File: src/rtl/expr_str_gen_if.sv
// Expression-string bus: parameter load/start on one side, ASCII char stream out.
// Latency: n/a (signal bundle only).
// Backpressure: out_valid/out_ready handshake on the character stream. Optional `result` with EXPR_STR_GEN_EVAL_EN.
`timescale 1ns/1ps
interface expr_str_gen_if #(
    parameter int N_MAX = 8
`ifdef EXPR_STR_GEN_EVAL_EN
    , parameter int RES_W = 16
`endif
);
    logic                 start;
    logic [4:0]           len;
    logic [4*N_MAX-1:0]   digits;
    logic [N_MAX-2:0]     ops;
    logic [7:0]           out_char;
    logic                 out_valid;
    logic                 out_ready;
    logic                 busy;
    logic                 done;
    logic                 err;
`ifdef EXPR_STR_GEN_EVAL_EN
    logic [RES_W-1:0]     result;

    modport master (input start, len, digits, ops, out_ready,
                    output out_char, out_valid, busy, done, err, result);
    modport slave  (output start, len, digits, ops, out_ready,
                    input out_char, out_valid, busy, done, err, result);
`else
    modport master (input start, len, digits, ops, out_ready,
                    output out_char, out_valid, busy, done, err);
    modport slave  (output start, len, digits, ops, out_ready,
                    input out_char, out_valid, busy, done, err);
`endif
endinterface

File: src/rtl/expr_str_gen.sv
// Emits "d op d op ... d" as ASCII, one char per accepted handshake; optional evaluator (EXPR_STR_GEN_EVAL_EN).
// Latency: first char valid the cycle after start is accepted; done the cycle after the last accept.
// Backpressure: out_char/out_valid hold while out_ready is low; stream simply stalls.
`timescale 1ns/1ps
module expr_str_gen #(
    parameter int N_MAX = 8
`ifdef EXPR_STR_GEN_EVAL_EN
    , parameter int RES_W = 16
`endif
) (
    input  logic           clk,
    input  logic           clr,
    expr_str_gen_if.master bus
);
    localparam int IW = $clog2(N_MAX);

    typedef enum logic [1:0] {IDLE, DIG, OP, FIN} state_t;

    state_t         state;
    logic [3:0]     dig_r [N_MAX];
    // opsx_r[i] is the operator in front of digit i; bit 0 is a fake '+'
    logic [N_MAX-1:0] opsx_r;
    logic [IW-1:0]  idx;
    logic [IW-1:0]  last_r;
    logic [IW-1:0]  nidx;
    logic           bad_digit;
    logic           params_ok;
    logic           accept;

    function automatic logic [7:0] dig_char(input logic [3:0] d);
        return 8'h30 + {4'h0, d};
    endfunction

    function automatic logic [7:0] op_char(input logic mul);
        return mul ? 8'h2A : 8'h2B;
    endfunction

    // Start validation and handshake decode
    always_comb begin
        bad_digit = 1'b0;
        for (int i = 0; i < N_MAX; i++) begin
            if (5'(i) < bus.len && bus.digits[4*i +: 4] > 4'd9) begin
                bad_digit = 1'b1;
            end
        end
        params_ok = (bus.len != 5'd0) && (bus.len <= 5'(N_MAX)) && !bad_digit;
        nidx      = idx + IW'(1);
        accept    = bus.out_valid && bus.out_ready;
    end

`ifdef EXPR_STR_GEN_EVAL_EN
    logic [RES_W-1:0] prod;
    logic [RES_W-1:0] sum;
    logic [RES_W-1:0] cur_ext;
    logic [RES_W-1:0] new_prod;

    // Product term after folding in the digit currently on the bus
    always_comb begin
        cur_ext  = RES_W'(dig_r[idx]);
        new_prod = opsx_r[idx] ? prod * cur_ext : cur_ext;
    end
`endif

    // Sequencer: IDLE -> DIG <-> OP -> FIN -> IDLE, all outputs registered
    always_ff @(posedge clk or posedge clr) begin
        if (clr) begin
            state         <= IDLE;
            idx           <= '0;
            last_r        <= '0;
            opsx_r        <= '0;
            for (int i = 0; i < N_MAX; i++) dig_r[i] <= 4'h0;
            bus.out_char  <= 8'h00;
            bus.out_valid <= 1'b0;
            bus.busy      <= 1'b0;
            bus.done      <= 1'b0;
            bus.err       <= 1'b0;
`ifdef EXPR_STR_GEN_EVAL_EN
            prod          <= '0;
            sum           <= '0;
            bus.result    <= '0;
`endif
        end else begin
            bus.done <= 1'b0;
            bus.err  <= 1'b0;
            case (state)
                IDLE: begin
                    if (bus.start) begin
                        if (params_ok) begin
                            for (int i = 0; i < N_MAX; i++) dig_r[i] <= bus.digits[4*i +: 4];
                            opsx_r        <= {bus.ops, 1'b0};
                            idx           <= '0;
                            last_r        <= IW'(bus.len - 5'd1);
                            bus.out_char  <= dig_char(bus.digits[3:0]);
                            bus.out_valid <= 1'b1;
                            bus.busy      <= 1'b1;
                            state         <= DIG;
`ifdef EXPR_STR_GEN_EVAL_EN
                            prod          <= '0;
                            sum           <= '0;
                            bus.result    <= '0;
`endif
                        end else begin
                            bus.err <= 1'b1;
                        end
                    end
                end
                DIG: begin
                    if (accept) begin
`ifdef EXPR_STR_GEN_EVAL_EN
                        prod <= new_prod;
`endif
                        if (idx == last_r) begin
                            bus.out_valid <= 1'b0;
                            bus.busy      <= 1'b0;
                            bus.done      <= 1'b1;
                            state         <= FIN;
`ifdef EXPR_STR_GEN_EVAL_EN
                            bus.result    <= sum + new_prod;
`endif
                        end else begin
                            bus.out_char <= op_char(opsx_r[nidx]);
                            state        <= OP;
                        end
                    end
                end
                OP: begin
                    if (accept) begin
`ifdef EXPR_STR_GEN_EVAL_EN
                        if (!opsx_r[nidx]) sum <= sum + prod;
`endif
                        idx          <= nidx;
                        bus.out_char <= dig_char(dig_r[nidx]);
                        state        <= DIG;
                    end
                end
                FIN: state <= IDLE;
                default: state <= IDLE;
            endcase
        end
    end
endmodule

File: src/flat_wrapper.sv
// flat-port wrapper written by rule: the top's interface ports become plain ports
module expr_str_gen_flat 
#(
    parameter int N_MAX = 8

)
  (clk, clr, bus_start, bus_len, bus_digits, bus_ops, bus_out_ready, bus_out_char, bus_out_valid, bus_busy, bus_done, bus_err);
  expr_str_gen_if #(.N_MAX(N_MAX)) bus_i ();
  input  logic clk;
  input  logic clr;
  input wire logic [$bits(bus_i.start)-1:0] bus_start;
  input wire logic [$bits(bus_i.len)-1:0] bus_len;
  input wire logic [$bits(bus_i.digits)-1:0] bus_digits;
  input wire logic [$bits(bus_i.ops)-1:0] bus_ops;
  input wire logic [$bits(bus_i.out_ready)-1:0] bus_out_ready;
  output wire logic [$bits(bus_i.out_char)-1:0] bus_out_char;
  output wire logic [$bits(bus_i.out_valid)-1:0] bus_out_valid;
  output wire logic [$bits(bus_i.busy)-1:0] bus_busy;
  output wire logic [$bits(bus_i.done)-1:0] bus_done;
  output wire logic [$bits(bus_i.err)-1:0] bus_err;
  assign bus_i.start = bus_start;
  assign bus_i.len = bus_len;
  assign bus_i.digits = bus_digits;
  assign bus_i.ops = bus_ops;
  assign bus_i.out_ready = bus_out_ready;
  assign bus_out_char = bus_i.out_char;
  assign bus_out_valid = bus_i.out_valid;
  assign bus_busy = bus_i.busy;
  assign bus_done = bus_i.done;
  assign bus_err = bus_i.err;
  expr_str_gen #(.N_MAX(N_MAX)) u_core (.clk(clk), .clr(clr), .bus(bus_i));
endmodule
File: config.mk
export PLATFORM = sky130hd
export DESIGN_NAME = expr_str_gen_flat
export DESIGN_NICKNAME = d
export VERILOG_FILES = /design/src/rtl/expr_str_gen_if.sv /design/src/rtl/expr_str_gen.sv /design/src/flat_wrapper.sv
export SDC_FILE = /design/constraint.sdc
export NUM_CORES = 1
export LEC_CHECK = 0
export ABC_AREA = 0
export CORE_UTILIZATION = 44
export CTS_CLUSTER_DIAMETER = 80
export DETAILED_ROUTE_END_ITERATION = 12
export GPL_ROUTABILITY_DRIVEN = 0
export PLACE_DENSITY = 0.7
export SLEW_MARGIN = 10
export SYNTH_ARGS = -nofsm -noshare
export SYNTH_HDL_FRONTEND = slang
export SYNTH_SLANG_ARGS = --single-unit
File: constraint.sdc
create_clock -name clk -period 7.5 [get_ports clk]
set_input_delay 1.5 -clock clk [delete_from_list [all_inputs] [get_ports clk]]
set_output_delay 1.5 -clock clk [all_outputs]
set_load 0.02 [all_outputs]
==> results.py <==
metrics = {
    "run_status": {
        "status": "complete, but fails checks",
        "violations": "DRC",
    },
    "setup_path": {
        "cp_slowest_stage_delay_ns": 0.62,
        "crit_type": "primary input to flop",
        "cp.required_ns": 7.69,
        "path_max_fanout": 8,
        "slowest_stage": "or4_4",
        "critPathCaptureType": "flop",
        "critPathLaunchType": "primary input",
        "cp.arrival_ns": 4.10,
        "crit_chain": "clkdlybuf4s50_1 > or3_4 > a2bb2oi_1 > nor4_4 > a31oi_4 > or4_4 > mux2_4",
    },
    "floorplanning": {
        "fp-row-count": 29,
        "die_area_um2": 7112,
        "start_util_pct": 46.18,
        "placeableCoreArea_um2": 6459,
        "die_w_um": 84.34,
        "ioPinCount": 60,
        "chipHeight_um": 84.34,
    },
    "yosys": {
        "synth.area.mux_share_pct": 24.66,
        "synth_ff_type": "dfrtp_1",
        "ys_ff_latch": 56,
        "netlist_area_um2": 2983,
        "ys_warn_count": 0,
        "synth_cell_type_count": 43,
        "synth-xor-area-share_pct": 1.468,
        "synthAdderAreaFrac_pct": 3.775,
        "synth_edf_count": 0,
        "async_flop_share_pct": 100.0,
        "synthSimpleGateAreaFrac_pct": 8.725,
        "syn_area_per_cell_um2": 12.17,
        "synth_cells": 245,
        "synth-compound-area-share_pct": 10.23,
        "synth_top_family_by_area": "multiplexers",
        "ys_seq_area_share_pct": 46.98,
    },
    "global_route": {
        "antenna_found_initial": 0,
        "grtUsageMet2_pct": 29.14,
        "grt_use_met3_pct": 3.343,
        "gr-total-overflow": 0,
        "grt_pass1_vias": 2029,
        "track_usage_pct": 17.97,
        "grt_max_degree": 57,
        "grt_pass1_wl_mm": 9.949,
        "grt_use_met1_pct": 25.08,
        "busiest_layer": "met2",
    },
    "placed_design": {
        "place_ws_ns": 3.266,
        "io_buffers": 57,
        "dp.cells": 367,
        "place_area_um2": 3590,
        "dp.final_hpwl_mm": 4.411,
    },
    "cts": {
        "numCtsBuffers": 5,
        "clkTransAtPathRegs_ns": 0.09,
        "htreeDepth": 2,
        "post_cts_buffers": 0,
        "max-clock-path-buffers": 2,
        "ctsHoldBuffers": 0,
        "clkSinkCount": 56,
        "clk-insertion-delay-late_ns": 0.30,
        "cts_root_buf": "clkbuf_8",
        "cts_tree": "yes",
        "cts.repair.resized": 0,
    },
    "sta": {
        "max_freq_mhz": 255.6,
        "tightestPinTransition_ns": 0.7129,
        "hold-worst-slack_ns": 0.4774,
        "rsz0062_at_grt": "no",
        "setup_slack_ns": 3.588,
        "finalHoldViolCount": 0,
        "finalSetupTns_ns": 0,
        "skew_ns": 0.009844,
        "drv_slew": 0,
        "setup_viol": 0,
        "slew_headroom_pct": 52.47,
        "fin_crit_sh_pct": 52.16,
        "period_needed_ns": 3.912,
    },
    "cells_and_area": {
        "stdcell_count": 374,
        "fin_area_um2": 3719,
        "fin_util_pct": 57.57,
        "fill_cells": 561,
        "area_growth_pct": 24.66,
        "fin_nets": 354,
        "layout-drive-gt1-share_pct": 23.23,
        "num_antenna_cells": 0,
        "multi_input_area_um2": 1465,
        "seqCellArea_um2": 1401,
    },
    "min_path": {
        "min_path_type": "flop to flop",
    },
    "route": {
        "drt_first_pass_iters": 12,
        "dr.first_iter.drc_count": 85,
        "drt_wl_total_mm": 5.919,
        "num_vias": 2020,
        "drc_errors": 4,
        "wire_per_inst_um": 15.83,
        "final_antenna_net_count": 0,
        "vias_per_cell": 5.401,
    },
    "flow_run": {
        "cap_violations": 0,
    },
    "power": {
        "p_leak_nw": 1.697,
        "ir_drop_mv": 0.1219,
        "powerDensity_nw_per_um2": 279.7,
        "totalPowerFinal_mw": 1.040,
    },
}
registers in the layout (all words and copies together), names as in the netlist:
register and cells:
u_core.dig_r 32, u_core.opsx_r 7, u_core.bus.out_char 6, u_core.idx 3
u_core.last_r 3, u_core.state 2, u_core.bus.done 1, u_core.bus.err 1
u_core.bus.out_valid 1
Yosys cell counts, drive strengths merged, types with 2 or more instances:
master  instances  area share, %
mux2i           6            2.0
ha              9            3.8
a31oi           3            1.1
xnor2           5            1.5
o21a            2           0.50
o21ai          16            2.7
nand4           3           0.63
nor4            2           0.92
nand2b          3           0.63
inv             9            1.1
buf             5            1.5
a21oi          10            1.7
nor2            8            1.0
nand3           6            1.0
nand2          17            2.1
mux2           43             17
dfrtp          56             47
clkbuf         11            1.4
o211ai          4            1.0
mux4            8            6.0
worst max-delay path: cells and delay by family:
kind	cells	cell delay [ns]
buf+inv	1	0.54
mux	1	0.32
compound gates	2	0.35
simple gates	3	1.39
routing by layer:
layer | vias up | share of wire [%]
met5 | - | 0
met4 | 0 | 0.39
met3 | 2 | 4.5
met2 | 52 | 49
met1 | 974 | 46
li1 | 992 | -
cells by family (layout without fill, tap and decap cells):
group,after synthesis,in the layout
AOI/OAI and AO/OA,45,45
DFF,56,56
buffers and inverters,25,76
adders and majority gates,9,9
and+or+nand+nor,47,47
other,1,2
xor gates and xnor gates,5,5
muxes,57,57
power breakdown:
| group | total (mW) | internal, mW | switching, mW | leakage [nW] |
|---|---|---|---|---|
| clock | 0.223 | 0.131 | 0.0916 | 0.0642 |
| combinational | 0.409 | 0.213 | 0.196 | 0.885 |
| sequential | 0.408 | 0.363 | 0.0452 | 0.748 |
| total | 1.04 | 0.707 | 0.333 | 1.70 |
placed cells by master (no fill, tap or decap), drive strengths merged, types with 2 or more instances in the layout:
cell type / synthesis / final
a21oi: 10 / 10
a31oi: 3 / 3
buf: 5 / 3
bufinv: 0 / 2
clkbuf: 11 / 5
clkdlybuf4s50: 0 / 57
conb: 1 / 2
dfrtp: 56 / 56
ha: 9 / 9
inv: 9 / 9
mux2: 43 / 43
mux2i: 6 / 6
mux4: 8 / 8
nand2: 17 / 17
nand2b: 3 / 3
nand3: 6 / 6
nand4: 3 / 3
nor2: 8 / 8
nor4: 2 / 2
o211ai: 4 / 4
o21a: 2 / 2
o21ai: 16 / 16
xnor2: 5 / 5
area by class of cell:
type,count,share of cell area (%)
flip-flops and latches,56,37.68
clock inverters,2,1.615
repair buffers,60,15.95
clock buffers,5,1.851
well taps,77,2.591
multi-input cells,165,39.40
inverters,9,0.9085
final timing paths:
check / from / endpoint / slack, ns / cells after the start
setup / recovery: bus_len[2] / u_core.bus.out_char[1]$_DFFE_PP0P_ / 3.59 / 7
hold reg to reg: u_core.bus.out_char[5]$_DFFE_PP0P_ / u_core.bus.out_char[5]$_DFFE_PP0P_ / 0.48 / 1
max in group asynchronous: clr / u_core.state[0]$_DFFE_PP0P_ / 5.32 / 3
setup reg to reg: u_core.idx[0]$_DFFE_PP0P_ / u_core.bus.out_char[3]$_DFFE_PP0P_ / 4.64 / 6
hold / removal: u_core.bus.out_char[5]$_DFFE_PP0P_ / u_core.bus.out_char[5]$_DFFE_PP0P_ / 0.48 / 1
min in group asynchronous: clr / u_core.idx[0]$_DFFE_PP0P_ / 1.69 / 3
No activity file was read; power rests on OpenSTA's default activity.
